**src/rtl/seg_disp_ctrl_if.sv**
```systemverilog
// Write-request bus between the digit requesters and seg_disp_ctrl.
// Two requesters, each with its own digit index/value pair and one GNT bit.
interface seg_disp_ctrl_if #(
  parameter int IDX_W      = 3,
  parameter int DIGIT_SIZE = 4
);
  // Handshake: requester k raises REQ[k] with WR_IDXk/WR_DATAk stable and holds
  // them until GNT[k] pulses for one cycle; the write took effect at the edge
  // that raised GNT[k]. REQ[k] may then drop or present the next write.
  logic [1:0]            REQ;
  logic [IDX_W-1:0]      WR_IDX0;
  logic [DIGIT_SIZE-1:0] WR_DATA0;
  logic [IDX_W-1:0]      WR_IDX1;
  logic [DIGIT_SIZE-1:0] WR_DATA1;
  logic [1:0]            GNT;

  modport master (
    output REQ, WR_IDX0, WR_DATA0, WR_IDX1, WR_DATA1,
    input  GNT
  );

  modport slave (
    input  REQ, WR_IDX0, WR_DATA0, WR_IDX1, WR_DATA1,
    output GNT
  );
endinterface

```
**src/rtl/seg_disp_ctrl.sv**
```systemverilog
// Front-end for the 8-digit seven_seg driver: round-robin digit writes, refresh CE,
// blink scheduling. Optional leading-zero blanking under SEG_DISP_CTRL_LZ_BLANK_EN.
module seg_disp_ctrl #(
  parameter int AN_COUNT   = 8,
  parameter int DIGIT_SIZE = 4,
  parameter int CE_DIV     = 100000,
  parameter int BLINK_DIV  = 512
) (
  input  logic                           clk,
  input  logic                           RESET,
  seg_disp_ctrl_if.slave                 bus,
  input  logic [AN_COUNT-1:0]            BLANK_IN,
  input  logic [AN_COUNT-1:0]            BLINK_EN,
  output logic                           CE_OUT,
  output logic [AN_COUNT*DIGIT_SIZE-1:0] NUMBER,
  output logic [AN_COUNT-1:0]            AN_MASK
);

  localparam int IDX_W = 3;
  localparam int PW    = (CE_DIV > 1) ? $clog2(CE_DIV) : 1;
  localparam int BW    = (BLINK_DIV > 1) ? $clog2(BLINK_DIV) : 1;

  logic [AN_COUNT*DIGIT_SIZE-1:0] number_q, number_d;
  logic [AN_COUNT-1:0]            an_mask_q, an_mask_d;
  logic [1:0]                     gnt_q, gnt_d;
  logic                           ptr_q, ptr_d;
  logic [PW-1:0]                  presc_q, presc_d;
  logic                           ce_q, ce_d;
  logic [BW-1:0]                  blink_cnt_q, blink_cnt_d;
  logic                           phase_q, phase_d;

  logic [1:0]            elig;
  logic                  win_valid;
  logic                  win;
  logic [IDX_W-1:0]      win_idx;
  logic [DIGIT_SIZE-1:0] win_data;
  logic [AN_COUNT-1:0]   lz_blank;

  // A requester whose GNT is high is ignored this cycle, so one held request
  // is never granted twice.
  always_comb begin
    elig      = bus.REQ & ~gnt_q;
    win_valid = |elig;
    win       = (elig == 2'b11) ? ~ptr_q : elig[1];
    win_idx   = win ? bus.WR_IDX1 : bus.WR_IDX0;
    win_data  = win ? bus.WR_DATA1 : bus.WR_DATA0;
    gnt_d     = 2'b00;
    ptr_d     = ptr_q;
    number_d  = number_q;
    if (win_valid) begin
      gnt_d[win] = 1'b1;
      ptr_d      = win;
      for (int i = 0; i < AN_COUNT; i++) begin
        if (win_idx == IDX_W'(i)) number_d[i*DIGIT_SIZE +: DIGIT_SIZE] = win_data;
      end
    end
  end

  always_comb begin
    presc_d     = presc_q;
    ce_d        = 1'b0;
    blink_cnt_d = blink_cnt_q;
    phase_d     = phase_q;
    if (presc_q == PW'(CE_DIV - 1)) begin
      presc_d = '0;
      ce_d    = 1'b1;
    end else begin
      presc_d = presc_q + 1'b1;
    end
    if (ce_q) begin
      if (blink_cnt_q == BW'(BLINK_DIV - 1)) begin
        blink_cnt_d = '0;
        phase_d     = ~phase_q;
      end else begin
        blink_cnt_d = blink_cnt_q + 1'b1;
      end
    end
  end

`ifdef SEG_DISP_CTRL_LZ_BLANK_EN
  // Digit i is suppressed while it and every digit above it are zero.
  always_comb begin
    logic zero_above;
    zero_above = 1'b1;
    lz_blank   = '0;
    for (int i = AN_COUNT - 1; i >= 1; i--) begin
      zero_above  = zero_above & (number_q[i*DIGIT_SIZE +: DIGIT_SIZE] == '0);
      lz_blank[i] = zero_above;
    end
  end
`else
  assign lz_blank = '0;
`endif

  assign an_mask_d = BLANK_IN | (BLINK_EN & {AN_COUNT{phase_q}}) | lz_blank;

  always_ff @(posedge clk or negedge RESET) begin
    if (!RESET) begin
      number_q    <= '0;
      an_mask_q   <= '1;
      gnt_q       <= 2'b00;
      ptr_q       <= 1'b1;
      presc_q     <= '0;
      ce_q        <= 1'b0;
      blink_cnt_q <= '0;
      phase_q     <= 1'b0;
    end else begin
      number_q    <= number_d;
      an_mask_q   <= an_mask_d;
      gnt_q       <= gnt_d;
      ptr_q       <= ptr_d;
      presc_q     <= presc_d;
      ce_q        <= ce_d;
      blink_cnt_q <= blink_cnt_d;
      phase_q     <= phase_d;
    end
  end

  assign bus.GNT = gnt_q;
  assign CE_OUT  = ce_q;
  assign NUMBER  = number_q;
  assign AN_MASK = an_mask_q;

endmodule

```
**src/flat_wrapper.sv**
```systemverilog
// flat-port wrapper written by rule: the top's interface ports become plain ports
module seg_disp_ctrl_flat 
#(
  parameter int AN_COUNT   = 8,
  parameter int DIGIT_SIZE = 4,
  parameter int CE_DIV     = 100000,
  parameter int BLINK_DIV  = 512
)
  (clk, RESET, BLANK_IN, BLINK_EN, CE_OUT, NUMBER, AN_MASK, bus_REQ, bus_WR_IDX0, bus_WR_DATA0, bus_WR_IDX1, bus_WR_DATA1, bus_GNT);
  seg_disp_ctrl_if #(.DIGIT_SIZE(DIGIT_SIZE)) bus_i ();
  input  logic clk;
  input  logic RESET;
  input  logic [AN_COUNT-1:0] BLANK_IN;
  input  logic [AN_COUNT-1:0] BLINK_EN;
  output logic CE_OUT;
  output logic [AN_COUNT*DIGIT_SIZE-1:0] NUMBER;
  output logic [AN_COUNT-1:0] AN_MASK;
  input wire logic [$bits(bus_i.REQ)-1:0] bus_REQ;
  input wire logic [$bits(bus_i.WR_IDX0)-1:0] bus_WR_IDX0;
  input wire logic [$bits(bus_i.WR_DATA0)-1:0] bus_WR_DATA0;
  input wire logic [$bits(bus_i.WR_IDX1)-1:0] bus_WR_IDX1;
  input wire logic [$bits(bus_i.WR_DATA1)-1:0] bus_WR_DATA1;
  output wire logic [$bits(bus_i.GNT)-1:0] bus_GNT;
  assign bus_i.REQ = bus_REQ;
  assign bus_i.WR_IDX0 = bus_WR_IDX0;
  assign bus_i.WR_DATA0 = bus_WR_DATA0;
  assign bus_i.WR_IDX1 = bus_WR_IDX1;
  assign bus_i.WR_DATA1 = bus_WR_DATA1;
  assign bus_GNT = bus_i.GNT;
  seg_disp_ctrl #(.AN_COUNT(AN_COUNT), .DIGIT_SIZE(DIGIT_SIZE), .CE_DIV(CE_DIV), .BLINK_DIV(BLINK_DIV)) u_core (.clk(clk), .RESET(RESET), .bus(bus_i), .BLANK_IN(BLANK_IN), .BLINK_EN(BLINK_EN), .CE_OUT(CE_OUT), .NUMBER(NUMBER), .AN_MASK(AN_MASK));
endmodule
```
**config.mk**
```make
export PLATFORM = sky130hd
export DESIGN_NAME = seg_disp_ctrl_flat
export DESIGN_NICKNAME = d
export VERILOG_FILES = /design/src/rtl/seg_disp_ctrl_if.sv /design/src/rtl/seg_disp_ctrl.sv /design/src/flat_wrapper.sv
export SDC_FILE = /design/constraint.sdc
export NUM_CORES = 1
export LEC_CHECK = 0
export ABC_CLOCK_PERIOD_IN_PS = 3500
export CAP_MARGIN = 10
export CORE_MARGIN = 2
export CORE_UTILIZATION = 54
export CTS_BUF_LIST = sky130_fd_sc_hd__clkbuf_4 sky130_fd_sc_hd__clkbuf_8 sky130_fd_sc_hd__clkbuf_16
export DETAILED_ROUTE_END_ITERATION = 10
export GPL_TIMING_DRIVEN = 0
export MAX_ROUTING_LAYER = met4
export PLACE_DENSITY = 0.85
export SYNTH_ARGS = -nofsm -noshare
export SYNTH_HDL_FRONTEND = slang
export SYNTH_SLANG_ARGS = --single-unit
```
**constraint.sdc**
```tcl
create_clock -name clk -period 3.5 [get_ports clk]
set_clock_uncertainty 0.05 [all_clocks]
set_input_delay 0.875 -clock clk [delete_from_list [all_inputs] [get_ports clk]]
set_output_delay 0.875 -clock clk [all_outputs]
set_load 0.02 [all_outputs]
```
# After elaboration in Yosys (flattened, before gate mapping)
# Cells that the tools add are included.
# word_totals
out_inout_bits	43
wordCells	56
regBits	71
inputBits	34
# op_classes
n_reduce_logical	12
n_eq_ne	10
bitwise	6
addsub	2
order_cmp	2
n_mux	9
# ops
operator	n
$reduce_and A2 Y1	9
$add A17 B1 Y17 const B	1
$eq A17 B17 Y1 const B	1
$mux W17	1
$eq A3 B3 Y1 const B	4
$add A9 B1 Y9 const B	1
$eq A9 B9 Y1 const B	1
$mux W9	1
$and A8 B8 Y8	1
$or A8 B8 Y8	1
$eq A3 B2 Y1 const B	2
$mux W4	1
$eq A3 B1 Y1 const B	1
$logic_not A3 Y1	1
$mux W1	3
$mux W3	1
$and A2 B2 Y2	1
$eq A2 B2 Y1 const B	1
$lt A1 B2 Y1 const B	1
$mux W2	1
$not A1 Y1	2
$not A2 Y2	1
$reduce_or A2 Y1	1
$demux W1 S1	1
other kinds (2)	2

# Logic depth before layout (Yosys ltp)
# Gate-level depths: netlist of run 1.
# logic_depth
ltp_word	9
mapped_depth	7
mapped_depth_nobuf	6

# Least setup slack after synthesis of run 1
# OpenSTA, ideal clock, no wires.
# synth_timing
path_kind	input -> register
from	input port bus_REQ[1]
to	register u_core.number_q[0], in the netlist u_core.NUMBER[0]
setup_slack_ns	1.215
n_path_buf	1
arrival_time_ns	2.111
cell_stages	5
setup_time_ns	0.125
required_ns	3.325
path_cell_list	nor2b_1 > and2_4 > buf_12 > mux2_2 > mux2_2
# synth_between
elab_chain_len	6
word_cells_on_any_way	8
cone_classes	1 x eq/ne; 3 x mux; 1 x bitwise; 3 x reduce/logical
# synth_rtl
element	line	text
start: declaration	flat_wrapper.sv:18	input wire logic [$bits(bus_i.REQ)-1:0] bus_REQ;
$and A2 B2 Y2 (*)	seg_disp_ctrl.sv:42	elig = bus.REQ & ~gnt_q;
$eq A2 B2 Y1	seg_disp_ctrl.sv:44	win = (elig == 2'b11) ? ~ptr_q : elig[1];
$mux W1	seg_disp_ctrl.sv:44	
$mux W3	seg_disp_ctrl.sv:45	win_idx = win ? bus.WR_IDX1 : bus.WR_IDX0;
$logic_not A3 Y1	seg_disp_ctrl.sv:54	if (win_idx == IDX_W'(i)) number_d[i*DIGIT_SIZE +: DIGIT_SIZE] = win_data;
$reduce_and A2 Y1 (no source line)	-	
end signal: assignment	seg_disp_ctrl.sv:108	number_q <= number_d;
end: declaration	seg_disp_ctrl.sv:23	logic [AN_COUNT*DIGIT_SIZE-1:0] number_q, number_d;
# Mark *: on every way between the ends. The rest lies on a longest branch, timed or not.
# A chain may end at the register's enable or synchronous reset.

# Final worst setup path of run 1
# layout_timing
from	input port bus_REQ[1]
to	register u_core.number_q[1], in the netlist u_core.NUMBER[1]
# Same word-level chain as after synthesis.

==> reports/qor.yml, run 1 <==
vias_per_cell: 5.46
synthToLayoutAreaGrowth_pct: 32.5
seq_area_frac_synth: 0.545
grt_pass1_wl_um: 10500
ir_drop_v: 0.000416
path_cells: "clkdlybuf4s50_1 -> nor2b_1 -> and2_4 -> buf_12 -> mux2_2 -> mux2_2"
drtIter0Drc: 59
cpMostUsedCell: "mux2_2"
floorplan.initialDensity: 0.557
htree_num_levels: 3
p_int_w: 0.00189
synth_seq_cells: 71
antennaDiodeCount: 0
multi_input_area_um2: 1430
drv_cap: 0
yosysTopAreaCell: "dfrtp_1"
syn_area_per_cell_um2: 13.2
critPathMaxFanout: 10
cts_resized: 0
globalplace.congestion: 0.890
final_cells: 415
die_h_um: 81.9
fmax_mhz: 378
cp_top_family: "multiplexers"
syn_area_um2: 3280
seq_area_um2: 1790
slew_violations: 0
grt_pass1_vias: 2252
fillers: 413
grtUsageTotal: 0.218
synth.top_cells.by_area: "dfrtp_1, mux2_2, dfstp_2"
p_seq_frac: 0.406
cp.required_ps: 3680
synth_enable_flop_cells: 0
core_area_um2: 5890
cts.sinks: 71
io_pins: 77
grt_setup_unrepaired: "no"
p_comb_frac: 0.348
post-route-min-period_ps: 2640
pwr-share-clk: 0.245
power.switching_w: 0.000847
async_reset_ff_frac: 1.00
firstDrtPassIters: 4
rows: 28
drt_wl_total_um: 6650
clk_pin_slew_worst_paths_ps: 70
dp_hpwl_um: 4790
die_area_um2: 6710
hold_path_class: "reg2reg"
ys_warn_count: 0
synthCells: 248
syn_nets: 285
crit_buf_inv: 2
cp-start-kind: "input port"
hold_buffers: 0
drc: 0
worst_pin_slew_ps: 835
worstSetupPathType: "in2reg"
cp_slowest_cell: "clkdlybuf4s50_1"
wl_per_cell_um: 16.0
clock_latency_ps: 340
cts_setup_buffers: 0
swShare: 0.310
nets: 372
utilization: 0.738
critPathCaptureType: "flop"
vias: 2266
ys.flop_type: "dfrtp_1"
drive_gt1_frac: 0.221
tns_ps: 0
critPathArrivalTime_ps: 2820
slew_headroom: 0.439
yosysUniqueCellTypes: 39
antenna_left: 0
synth_top_area_frac: 0.473
dp.cells: 399
grt_max_degree: 72
p_per_area_nw_per_um2: 630
finalSetupViolations: 0
die_w_um: 81.9
finalHoldViolCount: 0
cpPeakStageDelay_ps: 450
port_buffers: 76
status: "completed"
clockBufferDepth: 2
leakagePower_nw: 1.84
antenna_found_initial: 0
fin_crit_sh: 0.755
numCtsBuffers: 9
overflow: 0
cts-root-buf: "clkbuf_8"
cts_tree: "built"
-- routing by layer --
layer  vias to the layer above  track usage  wire, um
met5                         -            -         0
met4                         0       0.0917       127
met3                        14       0.0593       340
met2                        58        0.353      3360
met1                      1112        0.257      2820
li1                       1082            -         -
-- sequential cells by signal (all words and copies together) (netlist names) --
register / flops
u_core.NUMBER: 32
u_core.presc_q: 17
u_core.blink_cnt_q: 9
u_core.AN_MASK: 8
u_core.bus.GNT: 2
u_core.CE_OUT: 1
u_core.phase_q: 1
u_core.ptr_q: 1
-- area by class of cell --
type / count / area share
multi-input cells: 166 / 0.330
well taps: 75 / 0.0216
inverters: 4 / 0.00346
plain buffers: 7 / 0.0101
repair buffers: 76 / 0.174
clock buffers: 12 / 0.0366
flip-flops and latches: 71 / 0.411
clock inverters: 4 / 0.0124
-- Yosys cell counts, types with 2 or more instances --
master and instances:
dfrtp_1 62, mux2_2 37, nand4_1 14, nor2_1 11, xor2_1 10, dfstp_2 9
nand2_1 9, a21o_1 8, xnor2_1 8, nor2b_1 7, and4_1 6, nand3_1 6
a21oi_1 5, clkbuf_1 5, nand2b_1 5, o21ai_0 5, inv_1 4, o31ai_4 4
o41ai_4 4, and3_1 3, ha_1 3, nand4b_1 3, and2_1 2, mux2i_1 2
nor4bb_1 2
-- through the flow --
step	hold WS [ps]	cell area (um2)	worst slack, ps	total power [W]
after floorplan	398	3280	1210	0.00159
after global placement	413	4140	-788	0.00206
after detailed placement	428	4130	500	0.00209
after CTS	437	4350	860	0.00276
after global routing	461	4350	788	0.00286
final	437	4350	856	0.00274
-- kinds of logic after synthesis --
logic type,after synthesis,share of synthesized area
AND/OR/NAND/NOR,75,0.140
flip-flops,71,0.545
multiplexers,39,0.133
AO/OA/AOI/OAI,31,0.104
XOR/XNOR,18,0.0481
buffers and inverters,11,0.0179
adder cells (fa/ha/maj),3,0.0114
-- path summary, 6_finish.rpt --
kind	from	to	slack [ps]	cells past startpoint
setup / recovery	bus_REQ[1]	u_core.NUMBER[1]$_DFFE_PN0P_	860	6
hold / removal	u_core.presc_q[0]$_DFF_PN0_	u_core.presc_q[0]$_DFF_PN0_	440	1
setup reg to reg	u_core.ptr_q$_DFFE_PN1N_	u_core.NUMBER[6]$_DFFE_PN0P_	1410	5
hold reg to reg	u_core.presc_q[0]$_DFF_PN0_	u_core.presc_q[0]$_DFF_PN0_	440	1
max in group asynchronous	RESET	u_core.NUMBER[24]$_DFFE_PN0P_	2270	1
min in group asynchronous	RESET	u_core.blink_cnt_q[1]$_DFFE_PN0P_	580	1
-- cells in the final DEF, fill, tap and decap left out, drive strengths merged, types with 4 or more instances in the layout --
cell type      Yosys  routed
clkdlybuf4s50      0      75
dfrtp             62      62
mux2              37      37
clkbuf             5      17
nand4             14      14
nor2              11      11
xor2              10      10
nand2              9       9
dfstp              9       9
a21o               8       8
xnor2              8       8
nor2b              7       7
and4               6       6
nand3              6       6
o21ai              6       6
nand2b             5       5
a21oi              5       5
o31ai              5       5
inv                4       4
o41ai              4       4
-- power by group through the flow --
stage	logic [W]	registers (W)	clock network (W)
after floorplan	0.000248	0.00134	0
after global placement	0.000940	0.00112	0
after detailed placement	0.000962	0.00113	0
after CTS	0.000964	0.00111	0.000685
after global routing	0.00100	0.00113	0.000719
final	0.000953	0.00111	0.000672
Note: power is estimated with default switching activity, not from simulation.
==> run 2, diff against run 1 <==
--- a/config.mk
+++ b/config.mk
@@ -5,15 +5,15 @@
 export SDC_FILE = /design/constraint.sdc
 export NUM_CORES = 1
 export LEC_CHECK = 0
-export ABC_CLOCK_PERIOD_IN_PS = 3500
+export ABC_CLOCK_PERIOD_IN_PS = 2500
 export CAP_MARGIN = 10
 export CORE_MARGIN = 2
-export CORE_UTILIZATION = 54
+export CORE_UTILIZATION = 50
 export CTS_BUF_LIST = sky130_fd_sc_hd__clkbuf_4 sky130_fd_sc_hd__clkbuf_8 sky130_fd_sc_hd__clkbuf_16
 export DETAILED_ROUTE_END_ITERATION = 10
 export GPL_TIMING_DRIVEN = 0
 export MAX_ROUTING_LAYER = met4
-export PLACE_DENSITY = 0.85
+export PLACE_DENSITY = 0.79
 export SYNTH_ARGS = -nofsm -noshare
 export SYNTH_HDL_FRONTEND = slang
 export SYNTH_SLANG_ARGS = --single-unit
==> constraint.sdc (replaced) <==
create_clock -name clk -period 2.5 [get_ports clk]
set_clock_uncertainty 0.05 [all_clocks]
set_input_delay 0.625 -clock clk [delete_from_list [all_inputs] [get_ports clk]]
set_output_delay 0.625 -clock clk [all_outputs]
set_load 0.02 [all_outputs]
==> run 2 against run 1 <==
Compared with the run above:
- global-route usage shrank 1.9 points
- sequential share of layout area shrank 0.071 points
- combinational power rose by 39%
- hold slack worse by 94 ps
- flip-flop and latch count unchanged
- cell count is 0.48% higher
- first-iteration DRC count is 100% higher
- total power up 40%
- register-to-register slack got worse by 990 ps
- worst setup slack worse by 710 ps
- core utilization decreased by 5.3 points
- critical path depth unchanged
- largest cell class unchanged
==> reports/qor.yml, run 2 (synthesized netlist as in run 1, its figures left out) <==
p_per_area_nw_per_um2: 880  # +40%
fin_crit_sh: 0.942
antenna_left: 0  # unchanged
critPathMaxFanout: 10  # unchanged
crit_buf_inv: 2  # unchanged
firstDrtPassIters: 4  # unchanged
post-route-min-period_ps: 2360
r2r_cells: 5  # unchanged
cts_tree: "built"
ir_drop_v: 0.000670  # +61%
worst_pin_slew_ps: 865  # +29.9 ps
grt_max_degree: 72  # unchanged
leakagePower_nw: 1.83  # about the same
r2r_end: "u_core.NUMBER[4]$_DFFE_PN0P_"
synthToLayoutAreaGrowth_pct: 32.7
cts_setup_buffers: 0  # unchanged
core_area_um2: 6350  # +7.9%
hold_path_class: "in2async"
status: "completed"
die_w_um: 85  # +3.7%
io_pins: 77  # unchanged
final_common_cell: "clkdlybuf4s50_1"
finalHoldViolCount: 0  # unchanged
dp_hpwl_um: 4740  # -1.0%
grtUsageTotal: 0.198  # -0.0195
regToRegSetupSlack_ps: 420  # -990 ps
antenna_found_initial: 0  # unchanged
drt_wl_total_um: 6660  # +0.27%
grt_pass1_vias: 2208  # -2.0%
dp.cells: 401  # +0.50%
grt_setup_unrepaired: "no"
clk_pin_slew_worst_paths_ps: 70  # about the same
slew_violations: 0  # unchanged
utilization: 0.686  # -0.0528
total_power_w: 0.00383  # +40%
cts-root-buf: "clkbuf_8"
drc: 0  # unchanged
worstSetupPathType: "in2reg"
cp_slowest_cell: "clkdlybuf4s50_1"
path_cells: "clkdlybuf4s50_1 -> nor2b_1 -> and2_4 -> buf_12 -> mux2_2 -> mux2_2"
die_area_um2: 7230  # +7.6%
r2r_start: "u_core.ptr_q$_DFFE_PN1N_"
wl_per_cell_um: 16.0  # -0.21%
drv_cap: 0  # unchanged
cp.required_ps: 2670  # -1010 ps
vias_per_cell: 5.52  # +1.1%
finalSetupViolations: 0  # unchanged
cts.sinks: 71  # unchanged
clockBufferDepth: 2  # unchanged
drtIter0Drc: 120  # +100%
floorplan.initialDensity: 0.517  # -0.0407
globalplace.congestion: 0.802  # -9.9%
final_cells: 417  # +0.48%
fmax_mhz: 425
critPathCaptureType: "flop"
grt_pass1_wl_um: 10900  # +3.0%
cp_top_family: "multiplexers"
rows: 29  # +3.6%
drive_gt1_frac: 0.221  # unchanged
clock_latency_ps: 330  # about the same
cpMostUsedCell: "mux2_2"
critPathArrivalTime_ps: 2530  # -290 ps
numCtsBuffers: 9  # unchanged
slew_headroom: 0.423  # -0.0162
cp-start-kind: "input port"
layout_common_cells: "clkdlybuf4s50_1, dfrtp_1, mux2_2"
largest_register_ffs: 32  # unchanged
nets: 372  # unchanged
hold_buffers: 0  # unchanged
vias: 2301  # +1.5%
cpPeakStageDelay_ps: 450  # about the same
cts_resized: 0  # unchanged
overflow: 0  # unchanged
htree_num_levels: 3  # unchanged
antennaDiodeCount: 0  # unchanged
port_buffers: 76  # unchanged
holdWs_ps: 344  # -93.6 ps
die_h_um: 85  # +3.7%
-- run 2: layer usage --
| metal | wire length [um] | GRT usage | vias up |
|---|---|---|---|
| met1 | 2890 | 0.259 | 1152 |
| li1 | - | - | 1077 |
| met2 | 3340 | 0.305 | 61 |
| met5 | 0 | - | - |
| met4 | 129 | 0.0866 | 0 |
| met3 | 300 | 0.0360 | 11 |
-- run 2: power breakdown --
part | total [W] | switching [W] | leakage [nW] | internal (W)
logic | 0.00132 | 0.000620 | 0.857 | 0.000701
registers | 0.00155 | 0.000137 | 0.876 | 0.00142
clock network | 0.000958 | 0.000415 | 0.101 | 0.000542
total | 0.00383 | 0.00117 | 1.83 | 0.00266
-- run 2: metrics by stage --
stage          worst slack [ps]  instance area [um2]  TNS [ps]
4_1_cts                     163                 4350         0
3_5_place_dp               -199                 4140     -5850
6_report                    144                 4350         0
5_1_grt                    86.1                 4350         0
3_3_place_gp              -1600                 4140   -110780
2_1_floorplan               465                 3280         0
-- run 2: layout make-up --
class / count / area [um2]
Tap cell: 77 / 96.3
Inverter: 4 / 15.0
Multi-Input combinational cell: 166 / 1430
Fill cell: 473 / 2000
Buffer: 7 / 43.8
Timing Repair Buffer: 76 / 758
Sequential cell: 71 / 1790
Clock buffer: 12 / 165
Clock inverter: 4 / 52.6
-- run 2: how the worst max path moves through the flow --
stage,to,cells past startpoint,slack [ps],from
finish,u_core.NUMBER[4]$_DFFE_PN0P_,6,140,bus_REQ[1]
global route,u_core.NUMBER[21]$_DFFE_PN0P_,6,90,bus_REQ[1]
CTS,u_core.NUMBER[4]$_DFFE_PN0P_,6,160,bus_REQ[1]
detailed placement,u_core.NUMBER[4]$_DFFE_PN0P_,6,-200,bus_REQ[1]
global placement,u_core.blink_cnt_q[1]$_DFFE_PN0P_,1,-1600,RESET
floorplan,u_core.NUMBER[0]$_DFFE_PN0P_,5,460,bus_REQ[1]
==> run 3, diff against run 2 <==
--- a/config.mk
+++ b/config.mk
@@ -5,15 +5,15 @@
 export SDC_FILE = /design/constraint.sdc
 export NUM_CORES = 1
 export LEC_CHECK = 0
-export ABC_CLOCK_PERIOD_IN_PS = 2500
+export ABC_CLOCK_PERIOD_IN_PS = 2800
 export CAP_MARGIN = 10
 export CORE_MARGIN = 2
-export CORE_UTILIZATION = 50
+export CORE_UTILIZATION = 54
 export CTS_BUF_LIST = sky130_fd_sc_hd__clkbuf_4 sky130_fd_sc_hd__clkbuf_8 sky130_fd_sc_hd__clkbuf_16
 export DETAILED_ROUTE_END_ITERATION = 10
 export GPL_TIMING_DRIVEN = 0
 export MAX_ROUTING_LAYER = met4
-export PLACE_DENSITY = 0.79
+export PLACE_DENSITY = 0.85
 export SYNTH_ARGS = -nofsm -noshare
 export SYNTH_HDL_FRONTEND = slang
 export SYNTH_SLANG_ARGS = --single-unit
==> constraint.sdc (replaced) <==
create_clock -name clk -period 2.8 [get_ports clk]
set_clock_uncertainty 0.05 [all_clocks]
set_input_delay 0.7 -clock clk [delete_from_list [all_inputs] [get_ports clk]]
set_output_delay 0.7 -clock clk [all_outputs]
set_load 0.02 [all_outputs]
==> results of run 3 <==
The final DEF is identical to that of run 1. Status: completed.
Among the figures that moved: setup slack after placement 500 ps -> -24.8 ps; setup slack after layout 856 ps -> 331 ps; hold slack 437 ps -> 410 ps; register-to-register setup slack 1410 ps -> 710 ps; total power 0.00274 W -> 0.00342 W; worst IR drop on VDD 0.000416 V -> 0.000519 V
